--- src/rtl/id_ex_elastic_reg_if.sv ---
// Beat channel between decode and execute: valid/ready handshake plus ID/EX payload.
interface id_ex_elastic_reg_if #(
  parameter int unsigned DATA_W     = 16,
  parameter int unsigned REG_ADDR_W = 3,
  parameter int unsigned CTRL_W     = 10
);
  logic                  valid;
  logic                  ready;
  logic [DATA_W-1:0]     pc;
  logic [DATA_W-1:0]     rd1;
  logic [DATA_W-1:0]     rd2;
  logic [DATA_W-1:0]     imm;
  logic [REG_ADDR_W-1:0] rs;
  logic [REG_ADDR_W-1:0] rt;
  logic [REG_ADDR_W-1:0] rd;
  logic [CTRL_W-1:0]     ctrl;

  // Producer side: drives the beat, observes back-pressure.
  modport master (
    output valid, pc, rd1, rd2, imm, rs, rt, rd, ctrl,
    input  ready
  );

  // Consumer side: observes the beat, drives back-pressure.
  modport slave (
    input  valid, pc, rd1, rd2, imm, rs, rt, rd, ctrl,
    output ready
  );
endinterface

--- src/rtl/id_ex_elastic_reg.sv ---
// ID/EX elastic pipeline register: two-entry (main + skid) buffer updated on the
// falling clock edge, with cache-miss hold (hit), branch flush, and a saturating
// stall counter. Optional feature macro IDEX_WB_SNOOP_EN enables write-back snooping
// so held operands stay coherent with the register file while the stage is stalled.
module id_ex_elastic_reg #(
  parameter int unsigned DATA_W      = 16,
  parameter int unsigned REG_ADDR_W  = 3,
  parameter int unsigned CTRL_W      = 10,
  parameter int unsigned STALL_CNT_W = 8
) (
  input  logic                   clk,
  input  logic                   rst_n,
  input  logic                   hit,
  input  logic                   flush,
  id_ex_elastic_reg_if.slave     in_if,
  id_ex_elastic_reg_if.master    out_if,
  output logic                   skid_full,
  output logic [STALL_CNT_W-1:0] stall_cnt,
  input  logic                   wb_we,
  input  logic [REG_ADDR_W-1:0]  wb_addr,
  input  logic [DATA_W-1:0]      wb_data
);

  // Stage occupancy.
  localparam logic [1:0] ST_EMPTY = 2'd0;
  localparam logic [1:0] ST_ONE   = 2'd1;
  localparam logic [1:0] ST_FULL  = 2'd2;

  // Flat beat layout, LSB first: ctrl, rd, rt, rs, imm, rd2, rd1, pc.
  localparam int unsigned CTRL_LSB = 0;
  localparam int unsigned RD_LSB   = CTRL_LSB + CTRL_W;
  localparam int unsigned RT_LSB   = RD_LSB + REG_ADDR_W;
  localparam int unsigned RS_LSB   = RT_LSB + REG_ADDR_W;
  localparam int unsigned IMM_LSB  = RS_LSB + REG_ADDR_W;
  localparam int unsigned RD2_LSB  = IMM_LSB + DATA_W;
  localparam int unsigned RD1_LSB  = RD2_LSB + DATA_W;
  localparam int unsigned PC_LSB   = RD1_LSB + DATA_W;
  localparam int unsigned BEAT_W   = PC_LSB + DATA_W;

  localparam logic [STALL_CNT_W-1:0] STALL_MAX = {STALL_CNT_W{1'b1}};

  logic [1:0]             state_q, state_d;
  logic [BEAT_W-1:0]      main_q, main_d;
  logic [BEAT_W-1:0]      skid_q, skid_d;
  logic                   out_valid_q, out_valid_d;
  logic                   skid_full_q, skid_full_d;
  logic [CTRL_W-1:0]      ctrl_out_q, ctrl_out_d;
  logic [STALL_CNT_W-1:0] stall_q, stall_d;

  logic [BEAT_W-1:0]      in_beat;
  logic [BEAT_W-1:0]      main_s;
  logic [BEAT_W-1:0]      skid_s;
  logic [BEAT_W-1:0]      in_s;

  logic                   in_ready_c;
  logic                   accept_c;
  logic                   drain_c;

  // Handshake qualification on both sides.
  assign in_ready_c = hit & (state_q != ST_FULL) & ~flush;
  assign accept_c   = in_if.valid & in_ready_c;
  assign drain_c    = out_valid_q & out_if.ready & hit;

  assign in_beat = {in_if.pc, in_if.rd1, in_if.rd2, in_if.imm,
                    in_if.rs, in_if.rt, in_if.rd, in_if.ctrl};

`ifdef IDEX_WB_SNOOP_EN
  // Forward a register write into a beat whose source addresses match.
  function automatic logic [BEAT_W-1:0] snoop_beat(
    input logic [BEAT_W-1:0]     b,
    input logic                  we,
    input logic [REG_ADDR_W-1:0] addr,
    input logic [DATA_W-1:0]     data
  );
    logic [BEAT_W-1:0] r;
    r = b;
    if (we && (addr != '0)) begin
      if (b[RS_LSB +: REG_ADDR_W] == addr) r[RD1_LSB +: DATA_W] = data;
      if (b[RT_LSB +: REG_ADDR_W] == addr) r[RD2_LSB +: DATA_W] = data;
    end
    return r;
  endfunction

  // Snooped views of held and incoming beats.
  assign main_s = snoop_beat(main_q,  wb_we, wb_addr, wb_data);
  assign skid_s = snoop_beat(skid_q,  wb_we, wb_addr, wb_data);
  assign in_s   = snoop_beat(in_beat, wb_we, wb_addr, wb_data);
`else
  logic unused_wb;

  // Snoop disabled: beats pass through untouched and the write-back port is a sink.
  assign main_s    = main_q;
  assign skid_s    = skid_q;
  assign in_s      = in_beat;
  assign unused_wb = ^{wb_we, wb_addr, wb_data};
`endif

  // Next-state, payload movement and stall counting.
  always_comb begin
    state_d = state_q;
    main_d  = main_q;
    skid_d  = skid_q;
    stall_d = stall_q;

    // Beat held at the output without leaving this edge, for any reason.
    if (out_valid_q && !drain_c && (stall_q != STALL_MAX)) begin
      stall_d = stall_q + STALL_CNT_W'(1);
    end

    if (flush) begin
      // Kill everything; clearing ctrl is enough to make the entries harmless.
      state_d                     = ST_EMPTY;
      main_d[CTRL_LSB +: CTRL_W]  = '0;
      skid_d[CTRL_LSB +: CTRL_W]  = '0;
    end else begin
      main_d = main_s;
      skid_d = skid_s;
      if (hit) begin
        case (state_q)
          ST_EMPTY: begin
            if (accept_c) begin
              state_d = ST_ONE;
              main_d  = in_s;
            end
          end
          ST_ONE: begin
            if (drain_c && accept_c) begin
              main_d = in_s;
            end else if (drain_c) begin
              state_d = ST_EMPTY;
            end else if (accept_c) begin
              state_d = ST_FULL;
              skid_d  = in_s;
            end
          end
          ST_FULL: begin
            if (drain_c) begin
              state_d = ST_ONE;
              main_d  = skid_s;
            end
          end
          default: begin
            state_d = ST_EMPTY;
          end
        endcase
      end
    end

    out_valid_d = (state_d != ST_EMPTY);
    skid_full_d = (state_d == ST_FULL);
    ctrl_out_d  = out_valid_d ? main_d[CTRL_LSB +: CTRL_W] : '0;
  end

  // State and payload registers, falling-edge clocked.
  always_ff @(negedge clk or negedge rst_n) begin
    if (!rst_n) begin
      state_q     <= ST_EMPTY;
      main_q      <= '0;
      skid_q      <= '0;
      out_valid_q <= 1'b0;
      skid_full_q <= 1'b0;
      ctrl_out_q  <= '0;
      stall_q     <= '0;
    end else begin
      state_q     <= state_d;
      main_q      <= main_d;
      skid_q      <= skid_d;
      out_valid_q <= out_valid_d;
      skid_full_q <= skid_full_d;
      ctrl_out_q  <= ctrl_out_d;
      stall_q     <= stall_d;
    end
  end

  // Output wiring straight from the registers.
  assign in_if.ready  = in_ready_c;
  assign out_if.valid = out_valid_q;
  assign out_if.pc    = main_q[PC_LSB  +: DATA_W];
  assign out_if.rd1   = main_q[RD1_LSB +: DATA_W];
  assign out_if.rd2   = main_q[RD2_LSB +: DATA_W];
  assign out_if.imm   = main_q[IMM_LSB +: DATA_W];
  assign out_if.rs    = main_q[RS_LSB  +: REG_ADDR_W];
  assign out_if.rt    = main_q[RT_LSB  +: REG_ADDR_W];
  assign out_if.rd    = main_q[RD_LSB  +: REG_ADDR_W];
  assign out_if.ctrl  = ctrl_out_q;
  assign skid_full    = skid_full_q;
  assign stall_cnt    = stall_q;

endmodule

--- src/flat_wrapper.sv ---
// flat-port wrapper written by rule: the top's interface ports become plain ports
module id_ex_elastic_reg_flat 
#(
  parameter int unsigned DATA_W      = 16,
  parameter int unsigned REG_ADDR_W  = 3,
  parameter int unsigned CTRL_W      = 10,
  parameter int unsigned STALL_CNT_W = 8
)
  (clk, rst_n, hit, flush, skid_full, stall_cnt, wb_we, wb_addr, wb_data, in_if_valid, in_if_pc, in_if_rd1, in_if_rd2, in_if_imm, in_if_rs, in_if_rt, in_if_rd, in_if_ctrl, in_if_ready, out_if_valid, out_if_pc, out_if_rd1, out_if_rd2, out_if_imm, out_if_rs, out_if_rt, out_if_rd, out_if_ctrl, out_if_ready);
  id_ex_elastic_reg_if #(.DATA_W(DATA_W), .REG_ADDR_W(REG_ADDR_W), .CTRL_W(CTRL_W)) in_if_i ();
  id_ex_elastic_reg_if #(.DATA_W(DATA_W), .REG_ADDR_W(REG_ADDR_W), .CTRL_W(CTRL_W)) out_if_i ();
  input  logic clk;
  input  logic rst_n;
  input  logic hit;
  input  logic flush;
  output logic skid_full;
  output logic [STALL_CNT_W-1:0] stall_cnt;
  input  logic wb_we;
  input  logic [REG_ADDR_W-1:0] wb_addr;
  input  logic [DATA_W-1:0] wb_data;
  input wire logic [$bits(in_if_i.valid)-1:0] in_if_valid;
  input wire logic [$bits(in_if_i.pc)-1:0] in_if_pc;
  input wire logic [$bits(in_if_i.rd1)-1:0] in_if_rd1;
  input wire logic [$bits(in_if_i.rd2)-1:0] in_if_rd2;
  input wire logic [$bits(in_if_i.imm)-1:0] in_if_imm;
  input wire logic [$bits(in_if_i.rs)-1:0] in_if_rs;
  input wire logic [$bits(in_if_i.rt)-1:0] in_if_rt;
  input wire logic [$bits(in_if_i.rd)-1:0] in_if_rd;
  input wire logic [$bits(in_if_i.ctrl)-1:0] in_if_ctrl;
  output wire logic [$bits(in_if_i.ready)-1:0] in_if_ready;
  output wire logic [$bits(out_if_i.valid)-1:0] out_if_valid;
  output wire logic [$bits(out_if_i.pc)-1:0] out_if_pc;
  output wire logic [$bits(out_if_i.rd1)-1:0] out_if_rd1;
  output wire logic [$bits(out_if_i.rd2)-1:0] out_if_rd2;
  output wire logic [$bits(out_if_i.imm)-1:0] out_if_imm;
  output wire logic [$bits(out_if_i.rs)-1:0] out_if_rs;
  output wire logic [$bits(out_if_i.rt)-1:0] out_if_rt;
  output wire logic [$bits(out_if_i.rd)-1:0] out_if_rd;
  output wire logic [$bits(out_if_i.ctrl)-1:0] out_if_ctrl;
  input wire logic [$bits(out_if_i.ready)-1:0] out_if_ready;
  assign in_if_i.valid = in_if_valid;
  assign in_if_i.pc = in_if_pc;
  assign in_if_i.rd1 = in_if_rd1;
  assign in_if_i.rd2 = in_if_rd2;
  assign in_if_i.imm = in_if_imm;
  assign in_if_i.rs = in_if_rs;
  assign in_if_i.rt = in_if_rt;
  assign in_if_i.rd = in_if_rd;
  assign in_if_i.ctrl = in_if_ctrl;
  assign in_if_ready = in_if_i.ready;
  assign out_if_valid = out_if_i.valid;
  assign out_if_pc = out_if_i.pc;
  assign out_if_rd1 = out_if_i.rd1;
  assign out_if_rd2 = out_if_i.rd2;
  assign out_if_imm = out_if_i.imm;
  assign out_if_rs = out_if_i.rs;
  assign out_if_rt = out_if_i.rt;
  assign out_if_rd = out_if_i.rd;
  assign out_if_ctrl = out_if_i.ctrl;
  assign out_if_i.ready = out_if_ready;
  id_ex_elastic_reg #(.DATA_W(DATA_W), .REG_ADDR_W(REG_ADDR_W), .CTRL_W(CTRL_W), .STALL_CNT_W(STALL_CNT_W)) u_core (.clk(clk), .rst_n(rst_n), .hit(hit), .flush(flush), .in_if(in_if_i), .out_if(out_if_i), .skid_full(skid_full), .stall_cnt(stall_cnt), .wb_we(wb_we), .wb_addr(wb_addr), .wb_data(wb_data));
endmodule
--- config.mk ---
export PLATFORM = sky130hd
export DESIGN_NAME = id_ex_elastic_reg_flat
export DESIGN_NICKNAME = d
export VERILOG_FILES = /design/src/rtl/id_ex_elastic_reg_if.sv /design/src/rtl/id_ex_elastic_reg.sv /design/src/flat_wrapper.sv
export SDC_FILE = /design/constraint.sdc
export NUM_CORES = 1
export LEC_CHECK = 0
export ABC_AREA = 1
export BUFFER_PORTS_ARGS = -buffer_cell sky130_fd_sc_hd__buf_2
export CAP_MARGIN = 20
export CORE_MARGIN = 2
export CORE_UTILIZATION = 45
export CTS_CLUSTER_DIAMETER = 150
export CTS_CLUSTER_SIZE = 12
export DETAILED_ROUTE_END_ITERATION = 8
export HOLD_SLACK_MARGIN = 0.15
export PLACE_DENSITY = 0.76
export SYNTH_ARGS = -nofsm -noshare
export SYNTH_HDL_FRONTEND = slang
export SYNTH_SLANG_ARGS = --single-unit
--- constraint.sdc ---
create_clock -name clk -period 1.8 [get_ports clk]
set_clock_uncertainty 0.1 [all_clocks]
set_input_delay 0.36 -clock clk [delete_from_list [all_inputs] [get_ports clk]]
set_output_delay 0.36 -clock clk [all_outputs]
set_load 0.01 [all_outputs]
==> results.md, run 1 <==
* Post-synth EDFFs at 0
* Total number of vias at 8176
* Starting Density at 45.5%
* Layout cells sized above 1 at 34.9%
* Critical path arrival at 2.20 ns
* Top cell type's share of synthesized area at 53.5%
* # DRC at 0
* Setup violations, final at 282
* Fillcell total at 1535
* Avg Vias per Cell at 5.07
* Critical register-to-register path startpoint: u_core.state_q[0]
* Detailed placement HPWL at 15100 um
* Non-filler cells, final at 1614
* Seq/Total Area, Yosys at 53.5%
* Register bit total from synthesis at 188
* DIE AREA at 20700 um^2
* Top FF cell, synth: dfrtn_1
* Most frequent cell after synthesis: nand2_1
* Violations in the final reports: setup timing
* Peak VDD IR at 0.650 mV
* CP Launch Type: register
* FF+latch area at 4700 um^2
* Placed Instance Area at 10200 um^2
* Final Instance Area at 12400 um^2
* Cell area power density at 1070 nW/um^2
* Cell Area, Synth at 8790 um^2
* I/O Pins at 203
* CP Data Required Time at 1.34 ns
* LEAKAGE at 6.43 nW
* Cts hold-fix bufs at 0
* CTS max path bufs at 2
* RSZ-0062 raised after global routing: true
* Final hold slack at 0.323 ns
* Hold Path Class: register to register
* Max FO, Critical Path at 2
* Netlist cell types at 24
* R2R Path End: u_core.main_q[49]
* Slew Viols, Final at 0
* Global route overflow at 0
* Initial antenna violation count at 1
* Die Span Y at 144 um
* Reg2reg path depth at 9
* Drt pass-1 iters at 5
* Post-Synthesis Cells at 1091
* Chip Width at 144 um
* Root Buffer: clkbuf_16
* Rel. slew slack at 77.2%
* Total power draw at 0.0133 W
* First-pass GRT wire length at 40100 um
* Crit Path Category: register to output pin
* CTS tree: yes
* Hold Vio Cnt, Final at 0
* Clock Latency Late Sink at 0.40 ns
* Top area cells in the synthesized netlist: dfrtn_1 (54%), nand2_1 (16%), a21oi_1 (9.0%)
* Total GRT Usage at 25.1%
* Syn nets at 1201
* GPL Wtd Cong at 0.847
* Vias in the first global route at 7819
* Async set-reset flop share out of synthesis at 100%
* Final worst slack at -0.858 ns
* Yosys Warn Count at 0
* FF-to-FF setup slack at -0.25 ns
* TritonCTS buffer count at 17
* CTS clk-pin slew, worst paths at 0.05 ns
* # Max-Cap Violations at 0
* Multi-input logic area at 3520 um^2
* Clock H-tree levels at 4
* Crit. End Element: output pin
* Routed len/inst at 16.2 um
* Worst Hold Launch: u_core.skid_q[17]
* Final ANT Viol Nets at 0
* Final WL at 26100 um
* Largest net degree at the start of global routing at 32
* Rows at 51
* Worst slew pin tran at 0.340 ns
* Dominant cell type by area after synthesis: dfrtn_1
* Port-buffer cells at 182
* Top cells by count, synth: nand2_1 (382), dfrtn_1 (188), a21oi_1 (158)
* Iteration-0 DRC Markers at 477
* Post-layout nets at 1445
* Place WS at -0.881 ns
* WHS Endpoint: u_core.skid_q[17]
* Outcome: complete, but fails checks
* Core ar. at 19300 um^2
* TritonCTS Sinks at 188
* Hold path depth at 2
* Area grow syn2layout at 41.6%
* Synthesized area per cell at 8.06 um^2
* DP Cell Count at 1501
[state kept, by name, indices dropped and copies added (netlist names)]
register,flops
u_core.skid_q,83
u_core.out_if.ctrl,10
u_core.main_q,83
u_core.stall_cnt,8
u_core.state_q,2
u_core.skid_full,1
u_core.out_if.valid,1
[final cells by class]
cell class | instances | area share (%)
flip-flops and latches | 188 | 37.8
inverters | 59 | 1.98
repair buffers | 347 | 24.6
clock inverters | 13 | 1.06
multi-input cells | 722 | 28.2
well taps | 265 | 2.66
diodes | 1 | 0.0201
clock buffers | 19 | 3.64
[how the worst max path moves through the flow]
stage	end	start	slack, ns	cells past startpoint
floorplan	u_core.main_q[13]	flush	-0.72	9
global placement	u_core.main_q[18]	hit	-0.86	9
detailed placement	u_core.main_q[20]	hit	-0.88	9
CTS	in_if_ready	u_core.state_q[1]	-0.89	5
global route	in_if_ready	u_core.state_q[1]	-0.90	5
finish	in_if_ready	u_core.state_q[1]	-0.86	5
[cell families (layout without fill, tap and decap cells)]
group	count (synthesis)	after routing	synth area share (%)
and+or+nand+nor	533	535	23.9
adders and majority gates	1	1	0.142
other	0	1	0
DFF	188	188	53.5
buffers and inverters	183	438	11.4
xor gates and xnor gates	7	7	0.697
AOI/OAI and AO/OA	179	179	10.4
[cells in the final DEF, fill, tap and decap left out, types with 4 or more instances in the layout]
| cell | n |
|---|---|
| clkinv_4 | 4 |
| nand3_1 | 35 |
| nor2_4 | 5 |
| o22ai_1 | 6 |
| inv_1 | 51 |
| o21ai_0 | 9 |
| bufbuf_16 | 6 |
| buf_2 | 156 |
| a21oi_1 | 106 |
| buf_12 | 26 |
| nand2_2 | 6 |
| clkbuf_16 | 17 |
| dfrtn_1 | 188 |
| buf_16 | 11 |
| o21ai_1 | 5 |
| xor2_1 | 4 |
| nor2_1 | 94 |
| buf_4 | 108 |
| inv_6 | 5 |
| nand3_4 | 7 |
| nand2_1 | 372 |
| buf_6 | 39 |
| a21oi_2 | 50 |
[report_power, final]
part | leakage, nW | switching [W] | internal (W)
combinational | 3.74 | 0.00180 | 0.00189
clock | 0.283 | 0.00174 | 0.00202
sequential | 2.40 | 0.000591 | 0.00531
total | 6.43 | 0.00413 | 0.00922
[through the flow]
stage                     utilization, %  setup TNS [ns]
after floorplan                        -         -125.93
after global placement              52.9         -156.35
after detailed placement            52.9         -158.50
after CTS                           62.5         -128.21
after global routing                64.4         -143.64
final                               64.4         -131.05
[per-layer routing]
layer | vias to the layer above | global-route usage, % | wire, um
li1 | 3871 | - | -
met1 | 3942 | 33.5 | 10900
met2 | 321 | 42.0 | 13100
met3 | 42 | 3.57 | 1600
met4 | 0 | 8.88 | 484
met5 | - | 0 | 0
[critical path, cell delays in order (launching register included)]
cell	delay (ns)
dfrtn_1	0.42
inv_2	0.05
nor2_4	0.16
nor2_8	0.04
buf_6	0.12
buf_6	0.11
[timing repair]
action,4_1_cts,5_1_grt
endpoints found under the setup margin,282,282
endpoints found under the hold margin,0,0
setup buffers,44,19
resized for setup,101,46
cloned,19,0
pin swaps,16,5
Power figures use the tool's default switching activity.
==> run 2: changes to the inputs <==
- CELL_PAD_IN_SITES_DETAIL_PLACEMENT: not set -> 1
- CELL_PAD_IN_SITES_GLOBAL_PLACEMENT: not set -> 2
- CORE_UTILIZATION: 45 -> 28
- PLACE_DENSITY: 0.76 -> 0.81
==> run 2 against run 1 <==
  * The run still ends with setup timing left
  * Largest cell class is now multi-input gates
  * Die area up 59%
  * Worst setup slack lost 0.054 ns
  * Via count up 9.1%
  * Power up 11%
  * Critical path depth is the same
  * Sequential share of layout area down 7.3 points
  * Non-clock buffer count rose by 78
  * Worst hold slack better by 0.020 ns
  * Critical endpoint unchanged
  * Critical path type unchanged
==> results.md, run 2 (synthesis results as in run 1) <==
* RSZ-0062 raised after global routing: true
* Critical path arrival at 2.25 ns (+0.05 ns)
* Switching power at 0.00520 W (+26%)
* CTS max path bufs at 2 (unchanged)
* Place WS at -1.03 ns (-0.153 ns)
* Iteration-0 DRC Markers at 421 (-12%)
* Drt pass-1 iters at 6 (+1)
* Violations in the final reports: setup timing
* # Max-Cap Violations at 0 (unchanged)
* Sequential power share at 41.4% (-2.8 points)
* Slew Viols, Final at 0 (unchanged)
* GR peak layer: met2
* Rel. slew slack at 75.2% (-2.0 points)
* I/O Pins at 203 (unchanged)
* Post-layout nets at 1526 (+5.6%)
* LEAKAGE at 7.61 nW (+18%)
* Combinational fraction of design power at 31.9% (+4.2 points)
* Worst slew pin tran at 0.373 ns (+0.0330 ns)
* Max FO, Critical Path at 2 (unchanged)
* CP Launch Type: register
* Global Route met3 Usage at 3.61% (+0.043 points)
* Core ar. at 30700 um^2 (+59%)
* CTS clk-pin slew, worst paths at 0.06 ns (about the same)
* TritonCTS buffer count at 17 (unchanged)
* Chip Width at 181 um (+26%)
* Internal power at 0.00961 W (+4.3%)
* Root Buffer: clkbuf_16
* Commonest cells after routing, fill and taps aside: nand2_1 (213), dfrtn_1 (188), buf_2 (160)
* Crit Path Category: register to output pin
* Cell area power density at 961 nW/um^2 (-10%)
* Global route overflow at 0 (unchanged)
* Vias in the first global route at 9133 (+17%)
* Rows at 64 (+25%)
* Cts hold-fix bufs at 0 (unchanged)
* GPL Wtd Cong at 0.839 (-0.96%)
* Clock H-tree levels at 4 (unchanged)
* Switching Fraction at 35.1% (+4.2 points)
* Total GRT Usage at 21.2% (-3.9 points)
* Port-buffer cells at 182 (unchanged)
* Peak VDD IR at 0.638 mV (-1.9%)
* Setup violations, final at 282 (unchanged)
* Die Span Y at 181 um (+26%)
* Layout cells sized above 1 at 58.7% (+24 points)
* Clock network power share at 26.8% (-1.3 points)
* Setup TNS at -149.34 ns (-18.29 ns)
* Outcome: complete, but fails checks
* Final WL at 39600 um (+52%)
* # DRC at 0 (unchanged)
* Starting Density at 28.6% (-17 points)
* DIE AREA at 32800 um^2 (+59%)
* Commonest non-fill, non-tap cell in the layout: nand2_1
* Avg Vias per Cell at 4.88 (-3.6%)
* M2 GR Usage at 36.4% (-5.6 points)
* Area grow syn2layout at 75.2%
* Hold Vio Cnt, Final at 0 (unchanged)
* Clock Latency Late Sink at 0.42 ns (+0.02 ns)
* Total power draw at 0.0148 W (+11%)
* Crit. End Element: output pin
* Final ANT Viol Nets at 0 (unchanged)
* Initial antenna violation count at 3 (+2)
* Final worst slack at -0.911 ns (-0.0537 ns)
* Total number of vias at 8918 (+9.1%)
* CTS tree: yes
* CP Data Required Time at 1.34 ns (about the same)
* Met1 usage at 27.6% (-5.9 points)
* Fillcell total at 3429 (+120%)
* Routed len/inst at 21.7 um (+34%)
* First-pass GRT wire length at 53200 um (+33%)
* Hold Path Class: register to register
* Largest net degree at the start of global routing at 31 (-3.1%)
* TritonCTS Sinks at 188 (unchanged)
* Detailed placement HPWL at 19500 um (+29%)
run 2: cell type report:
cell class	instances	area, um^2	share of cell area, %
Inverter	59	280	1.82
Clock inverter	14	150	0.974
Clock buffer	18	439	2.85
Sequential cell	188	4700	30.5
Timing Repair Buffer	425	4260	27.6
Antenna cell	1	2.50	0.0162
Timing Repair inverter	2	36.3	0.236
Multi-Input combinational cell	723	5040	32.7
Tap cell	396	495	3.22
run 2: critical path, stage by stage, from the launching register on:
cell and delay (ns):
dfrtn_1 0.44, inv_2 0.06, nor2_4 0.16, nor2_8 0.04, buf_6 0.12, buf_6 0.11
run 2: path summary, 6_finish.rpt:
path                                    from                end  slack, ns  depth (start not counted)
setup / recovery           u_core.state_q[1]        in_if_ready      -0.91                          5
hold / removal             u_core.skid_q[69]  u_core.skid_q[69]       0.34                          2
setup reg to reg           u_core.state_q[0]  u_core.main_q[55]      -0.30                         12
hold reg to reg            u_core.skid_q[69]  u_core.skid_q[69]       0.34                          2
max in group asynchronous              rst_n  u_core.skid_q[23]       0.61                          3
min in group asynchronous              rst_n  u_core.main_q[79]       0.59                          2
run 2: layer usage:
| metal | wire length [um] | vias to the layer above |
|---|---|---|
| li1 | - | 4061 |
| met1 | 17200 | 4571 |
| met2 | 20000 | 216 |
| met3 | 1380 | 66 |
| met4 | 934 | 4 |
| met5 | 24 | - |
run 2: timing repair:
action,CTS,global route
setup endpoints to repair,282,282
endpoints found under the hold margin,0,0
gates cloned,27,17
buffers inserted,66,44
pin swaps,62,65
resized for setup,258,386
run 2: power groups by stage:
stage	logic (W)	clock network (W)	registers (W)
floorplan	0.00222	0	0.00583
global placement	0.00287	0	0.00592
detailed placement	0.00296	0	0.00595
CTS	0.00376	0.00399	0.00597
global route	0.00508	0.00424	0.00624
finish	0.00472	0.00396	0.00613
run 2: through the flow:
| step | cell area, um^2 | hold WS (ns) | cells | util (%) |
|---|---|---|---|---|
| 2_1_floorplan | 9080 | 0.303 | 1091 | - |
| 3_3_place_gp | 10600 | 0.323 | 1648 | 34.3 |
| 3_5_place_dp | 10600 | 0.326 | 1648 | 34.3 |
| 4_1_cts | 13300 | 0.329 | 1771 | 43.4 |
| 5_1_grt | 15400 | 0.379 | 1826 | 50.1 |
| 6_report | 15400 | 0.343 | 1826 | 50.1 |
==> run 3: changes to the inputs <==
- TNS_END_PERCENT: not set -> 50
==> run 3 against run 2 <==
  * The run still ends with setup timing left
  * First-iteration DRC count is 5.7% lower
  * Worst setup slack improved by 0.051 ns
  * Combinational power decreased by 14%
  * Register-to-register slack improved by 0.02 ns
  * Routed wire length down 17%
  * Via count is 6.7% lower
  * Final area down 11%
==> results.md, run 3 (synthesis results as in run 1) <==
* Outcome: complete, but fails checks
* Violations in the final reports: setup timing
* Commonest cells after routing, fill and taps aside: nand2_1 (253), dfrtn_1 (188), buf_2 (157)
* RSZ-0062 raised after global routing: true
* Final ANT Viol Nets at 0 (unchanged)
* Die Span Y at 181 um (unchanged)
* Slew Viols, Final at 0 (unchanged)
* Final worst slack at -0.860 ns (+0.0510 ns)
* Setup violations, final at 282 (unchanged)
* Final WL at 33000 um (-17%)
* Cell area power density at 1030 nW/um^2 (+6.8%)
* TritonCTS Sinks at 188 (unchanged)
* Largest net degree at the start of global routing at 51 (+65%)
* Reg2reg path depth at 12 (unchanged)
* Starting Density at 28.6% (unchanged)
* Area grow syn2layout at 55.3%
* Peak VDD IR at 0.635 mV (-0.45%)
* I/O Pins at 203 (unchanged)
* First-pass GRT wire length at 48700 um (-8.5%)
* Avg Vias per Cell at 4.69 (-4.0%)
* Max FO, Critical Path at 2 (unchanged)
* Core ar. at 30700 um^2 (unchanged)
* CP Data Required Time at 1.34 ns (about the same)
* Setup TNS at -148.37 ns (+0.971 ns)
* Rel. slew slack at 81.0% (+5.9 points)
* GPL Wtd Cong at 0.795 (-5.3%)
* LEAKAGE at 6.79 nW (-11%)
* Routed len/inst at 18.6 um (-14%)
* Hold Path Class: register to register
* Crit Path Category: register to output pin
* R2R Path End: u_core.main_q[15]
* Total GRT Usage at 18.9% (-2.3 points)
* Fillcell total at 3570 (+4.1%)
* Clock H-tree levels at 4 (unchanged)
* DP Cell Count at 1651 (+0.18%)
* Clock Latency Late Sink at 0.40 ns (-0.02 ns)
* Detailed placement HPWL at 19500 um (-0.12%)
* Total power draw at 0.0140 W (-5.3%)
* Hold Vio Cnt, Final at 0 (unchanged)
* CTS clk-pin slew, worst paths at 0.05 ns (about the same)
* CTS max path bufs at 2 (unchanged)
* Root Buffer: clkbuf_16
* Global route overflow at 0 (unchanged)
* Critical path arrival at 2.20 ns (-0.05 ns)
* Crit. End Element: output pin
* Post-layout nets at 1475 (-3.3%)
* WHS Endpoint: u_core.skid_q[70]
* Commonest non-fill, non-tap cell in the layout: nand2_1
* Worst slew pin tran at 0.285 ns (-0.0881 ns)
* Cts hold-fix bufs at 0 (unchanged)
* Vias in the first global route at 8848 (-3.1%)
* FF-to-FF setup slack at -0.28 ns (+0.02 ns)
* TritonCTS buffer count at 17 (unchanged)
* DIE AREA at 32800 um^2 (unchanged)
* Critical register-to-register path startpoint: u_core.state_q[1]
* Total number of vias at 8322 (-6.7%)
* Non-filler cells, final at 1775 (-2.8%)
* Port-buffer cells at 182 (unchanged)
* CP Launch Type: register
* Hold path depth at 2 (unchanged)
* Rows at 64 (unchanged)
* Layout cells sized above 1 at 49.1% (-9.7 points)
* Worst Hold Launch: u_core.skid_q[70]
* CTS tree: yes
* # Max-Cap Violations at 0 (unchanged)
* # DRC at 0 (unchanged)
* Initial antenna violation count at 1 (-2)
* Drt pass-1 iters at 4 (-2)
* Chip Width at 181 um (unchanged)
* Iteration-0 DRC Markers at 397 (-5.7%)
-- run 3: cell types whose count changed in the layout (fill, tap and decap cells not counted), moves of 16 or more --
cell / previous run / this run
nand2_4: 61 / 13
nand2_1: 213 / 253
a21oi_4: 38 / 5
nor2_1: 62 / 86
a21oi_1: 38 / 57
nor2_4: 23 / 7
-- run 3: final cells by class --
| type | instances | area (um^2) | share of cell area [%] |
|---|---|---|---|
| Sequential cell | 188 | 4700 | 34.4 |
| Multi-Input combinational cell | 720 | 4070 | 29.8 |
| Timing Repair Buffer | 378 | 3500 | 25.6 |
| Clock buffer | 24 | 502 | 3.67 |
| Tap cell | 396 | 495 | 3.63 |
| Inverter | 59 | 263 | 1.92 |
| Clock inverter | 8 | 106 | 0.779 |
| Timing Repair inverter | 1 | 16.3 | 0.119 |
| Antenna cell | 1 | 2.50 | 0.0183 |
-- run 3: power by group --
group | switching, W | total, W | internal (W)
registers | 0.000651 | 0.00596 | 0.00531
logic | 0.00201 | 0.00405 | 0.00204
clock network | 0.00176 | 0.00400 | 0.00225
-- run 3: repair_timing --
item	CTS	global route
gates resized for setup	194	190
hold endpoints to repair	0	0
buffers inserted	48	20
endpoints found under the setup margin	282	282
cloned	16	14
pin swaps	57	39
-- run 3: how the worst max path moves through the flow --
| stage | from | endpoint | depth (start not counted) |
|---|---|---|---|
| 2_1_floorplan | flush | u_core.main_q[13] | 9 |
| 3_3_place_gp | hit | u_core.main_q[18] | 9 |
| 3_5_place_dp | hit | u_core.main_q[18] | 10 |
| 4_1_cts | u_core.state_q[1] | in_if_ready | 5 |
| 5_1_grt | u_core.state_q[1] | in_if_ready | 5 |
| 6_report | u_core.state_q[1] | in_if_ready | 5 |
-- run 3: metal layers --
layer | vias up | global-route usage (%) | share of wire, %
li1 | 3931 | - | -
met4 | 0 | 5.79 | 2.0
met5 | - | 0 | 0
met2 | 173 | 32.8 | 51
met1 | 4186 | 24.2 | 44
met3 | 32 | 3.12 | 3.2
-- run 3: metrics by stage --
| stage | setup WS, ns | util, % | hold WS, ns | instance area (um^2) |
|---|---|---|---|---|
| floorplan | -0.717 | - | 0.310 | 9040 |
| CTS | -0.912 | 41.5 | 0.332 | 12700 |
| global placement | -0.882 | 34.6 | 0.323 | 10600 |
| global route | -0.915 | 44.4 | 0.345 | 13700 |
| finish | -0.860 | 44.4 | 0.330 | 13700 |
| detailed placement | -0.983 | 34.6 | 0.326 | 10600 |
-- run 3: critical path, stage by stage (launching register included) --
cell     delay (ns)
dfrtn_1        0.43
inv_2          0.06
nor2_4         0.15
nor2_8         0.04
buf_6          0.11
buf_6          0.11
